==> config.mk <==
export PLATFORM = sky130hd
export DESIGN_NAME = jtframe_ba_resp
export DESIGN_NICKNAME = d
export VERILOG_FILES = /design/src/rtl/jtframe_ba_pkg.sv /design/src/rtl/jtframe_ba_arb.sv /design/src/rtl/jtframe_ba_resp.sv
export SDC_FILE = /design/constraint.sdc
export NUM_CORES = 1
export LEC_CHECK = 0
export ABC_CLOCK_PERIOD_IN_PS = 8450
export CORE_UTILIZATION = 45
export CTS_CLUSTER_SIZE = 28
export DETAILED_ROUTE_END_ITERATION = 6
export PLACE_DENSITY = 0.75
export REMOVE_ABC_BUFFERS = 1
export SKIP_LAST_GASP = 1
export SYNTH_ARGS = -nofsm -noshare
export SYNTH_HDL_FRONTEND = slang
export SYNTH_SLANG_ARGS = --single-unit
==> constraint.sdc <==
create_clock -name clk -period 8.45 [get_ports clk]
set_input_delay 1.69 -clock clk [delete_from_list [all_inputs] [get_ports clk]]
set_output_delay 1.69 -clock clk [all_outputs]
set_load 0.05 [all_outputs]
==> src/rtl/jtframe_ba_pkg.sv <==
// Shared types and sizes for the four-bank ROM read responder.
package jtframe_ba_pkg;

  typedef enum logic [1:0] {IDLE, ISSUE, DRAIN} state_t;

  localparam int BANKS  = 4;
  localparam int BANK_W = 2;
  localparam int ADDR_W = 22;
  localparam int DATA_W = 16;

  function automatic logic [BANKS-1:0] bank_onehot(input logic [BANK_W-1:0] idx);
    bank_onehot      = '0;
    bank_onehot[idx] = 1'b1;
  endfunction

endpackage

==> src/rtl/jtframe_ba_arb.sv <==
// 4-to-1 combinational arbiter: grants the first requester found searching
// upward from i_ptr+1 (mod 4). A constant pointer of 3 gives fixed priority.
module jtframe_ba_arb
  import jtframe_ba_pkg::*;
(
  input  logic [BANKS-1:0]  i_req,
  input  logic [BANK_W-1:0] i_ptr,
  output logic [BANKS-1:0]  o_gnt,
  output logic [BANK_W-1:0] o_idx,
  output logic              o_vld
);

  logic [BANK_W-1:0] w_cand;

  always_comb begin
    o_gnt  = '0;
    o_idx  = '0;
    o_vld  = 1'b0;
    w_cand = '0;
    for (int i = 1; i <= BANKS; i++) begin
      w_cand = i_ptr + BANK_W'(i);
      if (!o_vld && i_req[w_cand]) begin
        o_vld         = 1'b1;
        o_idx         = w_cand;
        o_gnt[w_cand] = 1'b1;
      end
    end
  end

endmodule

==> src/rtl/jtframe_ba_resp.sv <==
// Four-bank ROM read responder over a fixed-latency flat memory port.
// Define JTFRAME_BA_PRIO_EN for fixed bank priority (0 highest) instead of round robin.
module jtframe_ba_resp
  import jtframe_ba_pkg::*;
#(
  parameter int BURST   = 2,
  parameter int MEM_LAT = 2
)(
  input  logic              clk,
  input  logic              rst,
  input  logic [ADDR_W-1:0] ba0_addr,
  input  logic [ADDR_W-1:0] ba1_addr,
  input  logic [ADDR_W-1:0] ba2_addr,
  input  logic [ADDR_W-1:0] ba3_addr,
  input  logic [BANKS-1:0]  ba_rd,
  output logic [BANKS-1:0]  ba_ack,
  output logic [BANKS-1:0]  ba_dst,
  output logic [BANKS-1:0]  ba_dok,
  output logic [BANKS-1:0]  ba_rdy,
  output logic [DATA_W-1:0] data_read,
  output logic [ADDR_W+1:0] mem_addr,
  output logic              mem_rd,
  input  logic [DATA_W-1:0] mem_dout
);

  state_t              r_state, w_next;
  logic [BANK_W-1:0]   w_ptr, w_idx, r_bank;
  logic [BANKS-1:0]    w_req, w_gnt;
  logic                w_gnt_vld, w_last_word, w_out_vld;
  logic [ADDR_W-1:0]   w_sel_addr, w_addr_nxt, r_addr;
  logic [1:0]          r_cnt;
  logic [MEM_LAT-1:0]  r_vld_sr, r_last_sr;
  logic [BANKS-1:0]    r_ack, r_dst, r_dok, r_rdy;
  logic [DATA_W-1:0]   r_data;
  logic [ADDR_W+1:0]   r_mem_addr;
  logic                r_mem_rd;

`ifdef JTFRAME_BA_PRIO_EN
  assign w_ptr = BANK_W'(BANKS-1);
`else
  logic [BANK_W-1:0] r_ptr;

  always_ff @(posedge clk or posedge rst) begin
    if (rst)            r_ptr <= BANK_W'(BANKS-1);
    else if (w_gnt_vld) r_ptr <= w_idx;
  end

  assign w_ptr = r_ptr;
`endif

  // requests are only looked at while idle, so the bank in service is ignored
  assign w_req = (r_state == IDLE) ? ba_rd : '0;

  jtframe_ba_arb u_arb (
    .i_req (w_req),
    .i_ptr (w_ptr),
    .o_gnt (w_gnt),
    .o_idx (w_idx),
    .o_vld (w_gnt_vld)
  );

  always_comb begin
    w_sel_addr = ba0_addr;
    case (w_idx)
      2'd1:    w_sel_addr = ba1_addr;
      2'd2:    w_sel_addr = ba2_addr;
      2'd3:    w_sel_addr = ba3_addr;
      default: w_sel_addr = ba0_addr;
    endcase
  end

  assign w_last_word = (r_cnt == 2'(BURST-1));
  assign w_addr_nxt  = r_addr + ADDR_W'(r_cnt) + ADDR_W'(1);
  assign w_out_vld   = r_vld_sr[MEM_LAT-1];

  always_ff @(posedge clk or posedge rst) begin
    if (rst) r_state <= IDLE;
    else     r_state <= w_next;
  end

  always_comb begin
    w_next = r_state;
    case (r_state)
      IDLE:    if (w_gnt_vld)   w_next = ISSUE;
      ISSUE:   if (w_last_word) w_next = DRAIN;
      DRAIN:   if (|r_rdy)      w_next = IDLE;
      default: w_next = IDLE;
    endcase
  end

  always_ff @(posedge clk or posedge rst) begin
    if (rst) begin
      r_bank     <= '0;
      r_addr     <= '0;
      r_cnt      <= '0;
      r_mem_rd   <= 1'b0;
      r_mem_addr <= '0;
      r_vld_sr   <= '0;
      r_last_sr  <= '0;
      r_ack      <= '0;
      r_dst      <= '0;
      r_dok      <= '0;
      r_rdy      <= '0;
      r_data     <= '0;
    end else begin
      r_ack <= w_gnt;
      if (w_gnt_vld) begin
        r_bank     <= w_idx;
        r_addr     <= w_sel_addr;
        r_cnt      <= '0;
        r_mem_rd   <= 1'b1;
        r_mem_addr <= {w_idx, w_sel_addr};
      end else if (r_state == ISSUE) begin
        if (w_last_word) begin
          r_mem_rd <= 1'b0;
        end else begin
          r_cnt      <= r_cnt + 2'd1;
          r_mem_addr <= {r_bank, w_addr_nxt};
        end
      end

      // read-tracking pipe, aligned so its tail coincides with valid mem_dout
      r_vld_sr[0]  <= r_mem_rd;
      r_last_sr[0] <= r_mem_rd & w_last_word;
      for (int i = 1; i < MEM_LAT; i++) begin
        r_vld_sr[i]  <= r_vld_sr[i-1];
        r_last_sr[i] <= r_last_sr[i-1];
      end

      // words of a burst are contiguous, so the first is the one with no dok before it
      r_dok <= w_out_vld ? bank_onehot(r_bank) : '0;
      r_dst <= (w_out_vld && r_dok == '0) ? bank_onehot(r_bank) : '0;
      r_rdy <= (w_out_vld && r_last_sr[MEM_LAT-1]) ? bank_onehot(r_bank) : '0;
      if (w_out_vld) r_data <= mem_dout;
    end
  end

  assign ba_ack    = r_ack;
  assign ba_dst    = r_dst;
  assign ba_dok    = r_dok;
  assign ba_rdy    = r_rdy;
  assign data_read = r_data;
  assign mem_addr  = r_mem_addr;
  assign mem_rd    = r_mem_rd;

endmodule

==> flow_summary.json <==
{
  "die_w_um": 122.1,
  "critPathMaxFanout": 25,
  "synth_cell_type_count": 73,
  "synth_edf_count": 0,
  "cap_violations": 0,
  "setup_viol": 0,
  "hold_viol_final": 0,
  "worst-path-buf-inv": 1,
  "path_clk_slew_ns": 0.07,
  "async_flop_share_pct": 100.0,
  "drt_iter0_drc": 725,
  "synthFlopType": "dfrtp_1",
  "drc": 0,
  "yosysWarnings": 0,
  "wl_per_cell_um": 21.24,
  "slew_headroom_pct": 16.03,
  "crit_family": "compound AO/OA/AOI/OAI gates",
  "dieArea_um2": 14910,
  "min_path_type": "reg2reg",
  "grt_pass1_vias": 6300,
  "finalSetupTns_ns": 0,
  "synthCells": 704,
  "clockBufferDepth": 2,
  "nNetsFinal": 958,
  "met2_length_um": 10470,
  "cts_buffers": 9,
  "setup.worst_path.start_class": "input pin",
  "r2r_end": "mem_addr[19]$_DFFE_PP0P_",
  "fmax_ghz": 0.1940,
  "leakage_nw": 3.337,
  "clk_latency_ns": 0.36,
  "reg2reg_slack_ns": 3.37,
  "overflow": 0,
  "antennaDiodeCount": 0,
  "die_h_um": 122.1,
  "crit_chain": "clkdlybuf4s50_1 -> mux2i_2 -> o22ai_2 -> o21a_1 -> nor3_4 -> a221oi_1 -> a32oi_1",
  "peakVddDrop_mv": 0.1687,
  "layout_min_cycle_time_ns": 5.155,
  "wl_met1_um": 8655,
  "htree_levels": 3,
  "reg2regPathDepth": 9,
  "cts-resized-gates": 0,
  "startpoint": "ba_rd[1]",
  "endpoint": "mem_addr[19]$_DFFE_PP0P_",
  "slew_viol_final": 0,
  "grt_pass1_wl_um": 33410,
  "drt-pass1-iter-count": 5,
  "period_share_pct": 61.01,
  "cts.sinks": 91,
  "fin_ws_ns": 3.295,
  "gp_congestion": 0.9216,
  "cts_hold_buf": 0,
  "wl_met3_um": 2047,
  "ant_nets": 0,
  "ios": 167,
  "layout_common_cells": "clkdlybuf4s50_1 (166), dfrtp_1 (89), nand2_1 (64), nor2_1 (56), mux2i_1 (40)",
  "path_class": "in2reg",
  "areaGrowthSynthToFinish_pct": 30.60,
  "p_per_area_nw_per_um2": 426.7,
  "skew_ns": 0.009410,
  "routed_wl_um": 21690,
  "place_ws_ns": 3.023,
  "cts_root_buf": "clkbuf_16",
  "syn_area_per_cell_um2": 9.222,
  "slowest_delay_ns": 1.03,
  "r2r-start": "r_ptr[0]$_DFFE_PP1P_",
  "rsz0062_at_grt": "no",
  "cp.depth": 7,
  "synth_area_um2": 6492,
  "cp.required_ns": 8.68,
  "ys_seq_area_share_pct": 35.11,
  "critPathSlowestCell": "o21a_1",
  "holdWs_ns": 0.3498,
  "cts_tree": "done",
  "final_common_cell": "clkdlybuf4s50_1",
  "vias": 6544,
  "start_util_pct": 46.41,
  "tightestPinTransition_ns": 1.255,
  "port_buffers": 166,
  "rows": 43,
  "highest_layer": "met4",
  "antenna_found_initial": 0,
  "worst_ep_arrival_time_ns": 5.38,
  "grt_max_degree": 58,
  "core_area_um2": 13990,
  "vias_per_cell": 6.409,
  "synth-seq-cells": 91,
  "status": "finished clean",
  "post_cts_buffers": 0,
  "cp-end-kind": "flip-flop",
  "drive_gt1_share_pct": 10.23,
  "dpl.hpwl_um": 14870,
  "grt_usage_pct": 29.37
}
-- kinds of logic (layout without fill, tap and decap cells) --
family / after synthesis / count (layout) / share of synthesized area [%]
xor+xnor: 17 / 17 / 2.293
simple gates: 209 / 209 / 15.88
mux: 73 / 73 / 12.18
fa+ha+maj: 12 / 12 / 2.428
compound gates: 221 / 221 / 26.25
flops: 91 / 91 / 35.11
buf+inv: 81 / 218 / 5.858
-- metrics by stage --
stage | total power (W) | utilization (%) | cells | instance area [um2]
6_report | 0.003618 | 60.62 | 1021 | 8479
5_1_grt | 0.003831 | 60.62 | 1021 | 8479
4_1_cts | 0.003590 | 60.62 | 1021 | 8479
3_5_place_dp | 0.003181 | 58.54 | 1005 | 8189
3_3_place_gp | 0.003127 | 58.54 | 1005 | 8189
2_1_floorplan | 0.002410 | - | 648 | 6206
-- worst reg2reg max path, cell delays in order, from the launching register on --
cell and delay [ns]:
dfstp_2 0.52, buf_4 0.64, inv_1 0.19, ha_1 0.38, or3_1 0.39, o22ai_2 0.89, o21a_1 1.04, nor3_4 0.27
a221oi_1 0.49, a32oi_1 0.15
-- sequential cells by signal, summed over array words and instances, names as in the netlist, 2 cells and up --
name	count
mem_addr	24
data_read	16
ba_dok	4
r_vld_sr	2
r_cnt	2
ba_rdy	4
r_addr	22
ba_ack	4
r_last_sr	2
r_state	2
ba_dst	4
r_bank	2
r_ptr	2
-- cell usage after synthesis (all sizes together) (11+ instances only) --
| master | number | share of area (%) |
|---|---|---|
| o31ai | 19 | 2.2 |
| a211oi | 13 | 1.5 |
| nor3 | 13 | 1.3 |
| a221oi | 24 | 3.6 |
| nor2 | 59 | 3.5 |
| o221ai | 15 | 2.2 |
| a31oi | 13 | 1.3 |
| o21ai | 37 | 2.9 |
| a22oi | 12 | 1.6 |
| inv | 25 | 1.4 |
| a21oi | 25 | 2.0 |
| nand3 | 14 | 1.1 |
| clkbuf | 26 | 1.5 |
| buf | 30 | 2.9 |
| nand2 | 64 | 3.7 |
| mux2 | 29 | 5.0 |
| dfrtp | 89 | 34 |
| ha | 11 | 2.1 |
| mux2i | 43 | 6.8 |
-- per-layer routing --
metal / GRT usage, % / vias to the layer above
li1: - / 2958
met1: 37.17 / 3138
met2: 49.36 / 399
met3: 4.963 / 49
met4: 12.42 / 0
met5: 0 / -
-- how the worst min path moves through the flow --
stage	startpoint	endpoint	slack, ns	cells after the start
after CTS	r_vld_sr[0]$_DFF_PP0_	r_vld_sr[1]$_DFF_PP0_	0.35	0
after detailed placement	r_last_sr[0]$_DFF_PP0_	r_last_sr[1]$_DFF_PP0_	0.33	0
after global routing	r_last_sr[0]$_DFF_PP0_	r_last_sr[1]$_DFF_PP0_	0.36	0
after global placement	r_vld_sr[0]$_DFF_PP0_	r_vld_sr[1]$_DFF_PP0_	0.33	0
after floorplan	r_last_sr[0]$_DFF_PP0_	r_last_sr[1]$_DFF_PP0_	0.33	0
final	r_vld_sr[0]$_DFF_PP0_	r_vld_sr[1]$_DFF_PP0_	0.35	0
-- area by class of cell --
type | count | area, um2
Clock inverter | 7 | 65.06
Inverter | 25 | 95.09
Multi-Input combinational cell | 532 | 3845
Timing Repair Buffer | 177 | 1744
Fill cell | 1210 | 5509
Sequential cell | 91 | 2280
Tap cell | 180 | 225.2
Clock buffer | 9 | 225.2
-- power breakdown --
group          total [W]  switching, W  internal (W)
Sequential      0.000823      0.000182      0.000641
Combinational    0.00239       0.00153      0.000863
Clock           0.000404      0.000196      0.000207
Total            0.00362       0.00191       0.00171
No activity file was read; power rests on OpenSTA's default activity.
